`src/rtl/demux_stream_nch_pkg.sv`:
```
// Shared helpers for the demux_stream_nch slice: width math and select-range queries.
// Optional feature macro used by this slice: DEMUX_SEL_ERR_EN.
package demux_stream_nch_pkg;

  // Ceiling log2, never below 1 so a pointer always has at least one bit.
  function automatic int unsigned clog2_u(input int unsigned v);
    int unsigned r;
    r = 1;
    for (int unsigned i = 1; i < 32; i++) begin
      if ((64'(1) << i) < 64'(v)) r = i + 1;
    end
    return r;
  endfunction

  // True when a select of sel_w bits can name channels that do not exist.
  function automatic bit has_spare_codes(input int unsigned n, input int unsigned sel_w);
    return (64'(1) << sel_w) > 64'(n);
  endfunction

endpackage

```
`src/rtl/demux_stream_nch_rr_ptr.sv`:
```
// Modulo-N up-counter with enable and synchronous active-low reset.
module demux_stream_nch_rr_ptr
  import demux_stream_nch_pkg::*;
#(
  parameter int unsigned N     = 8,
  parameter int unsigned PTR_W = clog2_u(N)
) (
  input  logic             clk,
  input  logic             rst_n,
  input  logic             en,
  output logic [PTR_W-1:0] ptr
);

  logic [PTR_W-1:0] ptr_q;
  logic [PTR_W-1:0] ptr_d;

  // Advance on enable, wrapping from N-1 back to 0.
  always_comb begin
    ptr_d = ptr_q;
    if (en) begin
      if (ptr_q == PTR_W'(N - 1)) ptr_d = '0;
      else                        ptr_d = ptr_q + PTR_W'(1);
    end
  end

  // Pointer register.
  always_ff @(posedge clk) begin
    if (!rst_n) ptr_q <= '0;
    else        ptr_q <= ptr_d;
  end

  assign ptr = ptr_q;

endmodule

```
`src/rtl/demux_stream_nch.sv`:
```
// Registered 1-to-N stream demux with per-channel valid/ready and round-robin mode.
// Define DEMUX_SEL_ERR_EN to drop out-of-range selects and pulse err; otherwise they clamp to N-1.
module demux_stream_nch
  import demux_stream_nch_pkg::*;
#(
  parameter int unsigned N     = 8,
  parameter int unsigned W     = 8,
  parameter int unsigned SEL_W = 3
) (
  input  logic             clk,
  input  logic             rst_n,
  input  logic [W-1:0]     m_data,
  input  logic             m_valid,
  output logic             m_ready,
  input  logic [SEL_W-1:0] sel,
  input  logic             auto_mode,
  output logic [N*W-1:0]   y_data,
  output logic [N-1:0]     y_valid,
  input  logic [N-1:0]     y_ready
`ifdef DEMUX_SEL_ERR_EN
  ,
  output logic             err
`endif
);

  logic             hold_valid_q, hold_valid_d;
  logic [W-1:0]     hold_data_q,  hold_data_d;
  logic [SEL_W-1:0] hold_ch_q,    hold_ch_d;
`ifdef DEMUX_SEL_ERR_EN
  logic             err_q, err_d;
`endif

  logic             ch_ready_c;
  logic             accept_c;
  logic             drain_c;
  logic             in_range_c;
  logic [SEL_W-1:0] rr_ptr_c;
  logic [SEL_W-1:0] dest_raw_c;
  logic [SEL_W-1:0] dest_c;

  // Round-robin destination pointer, advanced only by auto-mode accepts.
  demux_stream_nch_rr_ptr #(
    .N     (N),
    .PTR_W (SEL_W)
  ) u_rr_ptr (
    .clk   (clk),
    .rst_n (rst_n),
    .en    (accept_c && auto_mode),
    .ptr   (rr_ptr_c)
  );

  // Ready of the channel currently holding the beat; other channels' ready is ignored.
  always_comb begin
    ch_ready_c = 1'b0;
    for (int i = 0; i < int'(N); i++) begin
      if (hold_ch_q == SEL_W'(i)) ch_ready_c = y_ready[i];
    end
  end

  assign m_ready    = !hold_valid_q || ch_ready_c;
  assign accept_c   = m_valid && m_ready;
  assign drain_c    = hold_valid_q && ch_ready_c;
  assign dest_raw_c = auto_mode ? rr_ptr_c : sel;

  // Range check only exists when the select can encode missing channels.
  generate
    if (has_spare_codes(N, SEL_W)) begin : g_range
      assign in_range_c = (32'(dest_raw_c) < 32'(N));
    end else begin : g_full
      assign in_range_c = 1'b1;
    end
  endgenerate

  assign dest_c = in_range_c ? dest_raw_c : SEL_W'(N - 1);

  // Holding register update: drain empties it, an accepted beat refills it.
  always_comb begin
    hold_valid_d = hold_valid_q;
    hold_data_d  = hold_data_q;
    hold_ch_d    = hold_ch_q;
`ifdef DEMUX_SEL_ERR_EN
    err_d        = 1'b0;
`endif
    if (drain_c) hold_valid_d = 1'b0;
`ifdef DEMUX_SEL_ERR_EN
    if (accept_c && in_range_c) begin
      hold_valid_d = 1'b1;
      hold_data_d  = m_data;
      hold_ch_d    = dest_c;
    end
    if (accept_c && !in_range_c) err_d = 1'b1;
`else
    if (accept_c) begin
      hold_valid_d = 1'b1;
      hold_data_d  = m_data;
      hold_ch_d    = dest_c;
    end
`endif
  end

  // State registers; a beat held at reset is discarded.
  always_ff @(posedge clk) begin
    if (!rst_n) begin
      hold_valid_q <= 1'b0;
      hold_data_q  <= '0;
      hold_ch_q    <= '0;
`ifdef DEMUX_SEL_ERR_EN
      err_q        <= 1'b0;
`endif
    end else begin
      hold_valid_q <= hold_valid_d;
      hold_data_q  <= hold_data_d;
      hold_ch_q    <= hold_ch_d;
`ifdef DEMUX_SEL_ERR_EN
      err_q        <= err_d;
`endif
    end
  end

  // One-hot decode of the held beat onto its lane; idle lanes drive zero.
  always_comb begin
    y_valid = '0;
    y_data  = '0;
    for (int i = 0; i < int'(N); i++) begin
      if (hold_valid_q && (hold_ch_q == SEL_W'(i))) begin
        y_valid[i]         = 1'b1;
        y_data[i*W +: W]   = hold_data_q;
      end
    end
  end

`ifdef DEMUX_SEL_ERR_EN
  assign err = err_q;
`endif

endmodule
```
`config.mk`:
```
export PLATFORM = sky130hd
export DESIGN_NAME = demux_stream_nch
export DESIGN_NICKNAME = d
export VERILOG_FILES = /design/src/rtl/demux_stream_nch_pkg.sv /design/src/rtl/demux_stream_nch_rr_ptr.sv /design/src/rtl/demux_stream_nch.sv
export SDC_FILE = /design/constraint.sdc
export NUM_CORES = 1
export LEC_CHECK = 0
export BUFFER_PORTS_ARGS = -buffer_cell sky130_fd_sc_hd__buf_2
export CORE_MARGIN = 4
export CORE_UTILIZATION = 44
export CTS_BUF_LIST = sky130_fd_sc_hd__clkbuf_8
export CTS_CLUSTER_DIAMETER = 100
export DETAILED_ROUTE_END_ITERATION = 6
export GPL_TIMING_DRIVEN = 0
export MAX_ROUTING_LAYER = met4
export PLACE_DENSITY = 0.94
export SLEW_MARGIN = 20
export SYNTH_ARGS = -nofsm -noshare
export SYNTH_HDL_FRONTEND = slang
export SYNTH_SLANG_ARGS = --single-unit
```
`constraint.sdc`:
```
create_clock -name clk -period 4.9 [get_ports clk]
set_clock_uncertainty 0.1 [all_clocks]
set_input_delay 0.98 -clock clk [delete_from_list [all_inputs] [get_ports clk]]
set_output_delay 0.98 -clock clk [all_outputs]
set_load 0.005 [all_outputs]
```
==> results.toml <==
[layout]
fillers = 218
final_util = 0.693
drive_above_1_share = 0.415
final_nets = 286
diodes = 0
postLayoutCellArea_um2 = 1780
instances_no_fill = 290
layout-area-overhead-vs-synth_pct = 45.3

[drt]
drt-total-wl_um = 3750
viasPerCell = 4.85
vias = 1407
detail-route-antenna-nets = 0
route.detailed.drc = 0
drt_iter0_markers = 61
first_pass_iters = 4
routedWlPerCell_um = 12.9

[setup_path]
critPathLaunchType = "register"
end_kind = "output pin"
crit_path_cell_trace = "buf_2 > nand2_1 > nor3_1 > and2_1 > buf_2"
crit_fanout = 9
r2r-end = "hold_ch_q[1]$_SDFFE_PN0P_"
cp_slowest_cell = "nor3_1"
slowest_delay_ns = 0.61
r2r_slack_ns = 3.20
r2r_start = "hold_ch_q[1]$_SDFFE_PN0P_"
critPathArrivalTime_ns = 1.80
r2r_cells = 6
cpMostUsedCell = "buf_2"
criticalPathCategory = "reg2out"
cp.required_ns = 3.82

[clock_network]
cts_buffers = 3
path_clk_slew_ns = 0.06
cts_buffer_depth = 2
clkLatencyLatePin_ns = 0.25
htree_levels = 1
holdBufCountCts = 0
cts_resized = 0
postCtsSetupRepairBufs = 0
clock-sinks = 15
tritoncts = "done"
cts-root-buf = "clkbuf_8"

[logic_synthesis]
synthFlopType = "dfxtp_1"
ys_ff_latch = 15
netlist_area_um2 = 1220
yosys_warnings = 0
synth_nets = 187
async_flop_share = 0
ys_seq_area_frac = 0.245
syn_avg_cell_area_um2 = 7.56
synthCells = 162
ys_types = 25
synth_edf_count = 0

[pwr]
powerDensity_nw_per_um2 = 196
p_int_mw = 0.236
p_sw_mw = 0.112
peakVddDrop_uv = 308
p_clk_frac = 0.286
swShare = 0.322
leakage_nw = 1.06
combPwrFrac = 0.280
power_frac_seq = 0.433

[sta]
max_slew_margin = 0.481
post-route-min-period_ns = 2.88
worstMarginPinSlew_ns = 0.772
setup_viol = 0
hold_ws_ns = 0.384
hold_viol_final = 0
fin_crit_sh = 0.588
tns_ns = 0
drv_slew = 0
max_freq_mhz = 347
rsz0062_at_grt = "no"

[floorplan]
rows = 18
floorplan.die_area_um2 = 3690
initial_core_util = 0.477
fp.dieH_um = 60.8
fp.dieW_um = 60.8
ioPinCount = 96
core_um2 = 2570

[global_routing]
use_met3 = 0.0277
grt_pass1_vias = 1212
top_usage_layer = "met2"
grt_overflow = 0
grt_antenna_before_repair = 0
grt_usage = 0.207
use_met1 = 0.215
gr-usage-met2 = 0.382
grt_pass1_wl_um = 5560
grt_max_degree = 11

[placed_design]
place.gp.congestion = 0.716
place_hpwl_um = 3020
port_buffers = 94
dp_cells = 286
dpl_cell_area_um2 = 1730

[job]
drv_cap = 0

[worst_hold_path]
holdCritPathClass = "reg2reg"
whs_path_depth = 2
hp-start = "u_rr_ptr.ptr[1]$_SDFFE_PN0P_"
min_to = "u_rr_ptr.ptr[1]$_SDFFE_PN0P_"

[status]
status = "finished clean"
==> sequential cells by signal (all words and copies together), names as in the netlist <==
| name | flops |
|---|---|
| hold_data_q | 8 |
| hold_ch_q | 3 |
| u_rr_ptr.ptr | 3 |
| hold_valid_q | 1 |
==> worst max-delay path by stage <==
stage,from,to,slack (ns)
after floorplan,y_ready[5],m_ready,2.37
after global placement,y_ready[5],m_ready,2.11
after detailed placement,y_ready[5],m_ready,2.10
after CTS,hold_ch_q[0]$_SDFFE_PN0P_,y_data[8],1.99
after global routing,hold_ch_q[0]$_SDFFE_PN0P_,y_data[8],1.80
final,hold_ch_q[0]$_SDFFE_PN0P_,y_data[8],2.02
==> cell families (layout without fill, tap and decap cells) <==
kind of cell               Yosys count  in the layout  synth area share
muxes                                9              9            0.0735
AOI/OAI and AO/OA                   16             16             0.107
and+or+nand+nor                    110            110             0.501
adders and majority gates            2              2            0.0204
buffers and inverters               10            108            0.0531
DFF                                 15             15             0.245
==> critical path: cells and delay by family, from the launching register on <==
family	cells	cell delay, ns
and+or+nand+nor	3	0.96
DFF	1	0.30
buffers and inverters	2	0.29
==> metal layers <==
metal | up-vias | wire length, um
li1 | 728 | -
met1 | 610 | 1470
met2 | 63 | 1880
met3 | 6 | 329
met4 | 0 | 76
met5 | - | 0
==> metrics by stage <==
stage	power (mW)	setup slack [ns]
CTS	0.351	1.99
finish	0.348	2.02
global placement	0.248	2.11
global route	0.368	1.80
detailed placement	0.251	2.10
floorplan	0.216	2.37
==> power by group through the flow <==
stage	clock (mW)	combinational, mW	sequential, mW
after floorplan	0	0.0685	0.147
after global placement	0	0.0951	0.153
after detailed placement	0	0.0974	0.154
after CTS	0.102	0.0981	0.151
after global routing	0.104	0.110	0.154
final	0.0998	0.0976	0.151
==> cell type report <==
class                   instances  area (um^2)  share of cell area
inverters                       2         7.51             0.00422
clock buffers                   3         41.3              0.0232
well taps                      30         37.5              0.0211
clock inverters                 1         5.00             0.00281
flip-flops and latches         15          300               0.169
plain buffers                   8         57.6              0.0323
repair buffers                 94          470               0.264
multi-input cells             137          860               0.483
==> Yosys cell counts, types with 2 or more instances <==
cell type / number / area (um^2)
and2_1: 64 / 400
nand2_1: 19 / 71.3
dfxtp_1: 15 / 300
nand3_1: 10 / 50.1
mux2i_1: 9 / 90.1
nor2_1: 8 / 30.0
o21ai_1: 8 / 40.0
buf_6: 3 / 33.8
clkbuf_1: 3 / 11.3
nand2b_1: 3 / 18.8
o211a_1: 3 / 30.0
ha_1: 2 / 25.0
inv_1: 2 / 7.51
nand3b_1: 2 / 15.0
==> cell usage in the layout (no fill, tap or decap) <==
| cell | n |
|---|---|
| buf_2 | 95 |
| and2_1 | 64 |
| nand2_1 | 19 |
| dfxtp_1 | 15 |
| nand3_1 | 10 |
| mux2i_1 | 9 |
| nor2_1 | 8 |
| o21ai_1 | 8 |
| buf_6 | 3 |
| nand2b_1 | 3 |
| clkbuf_1 | 3 |
| o211a_1 | 3 |
| clkbuf_8 | 3 |
| inv_1 | 2 |
| nand3b_1 | 2 |
| ha_1 | 2 |
| nor3_2 | 1 |
| nor3_1 | 1 |
| o221ai_2 | 1 |
| o211ai_2 | 1 |
| nand4_1 | 1 |
| a21oi_1 | 1 |
| a41o_4 | 1 |
| buf_4 | 1 |
| nand2_2 | 1 |
| a21boi_0 | 1 |
| clkinv_2 | 1 |
Power figures use the tool's default switching activity.
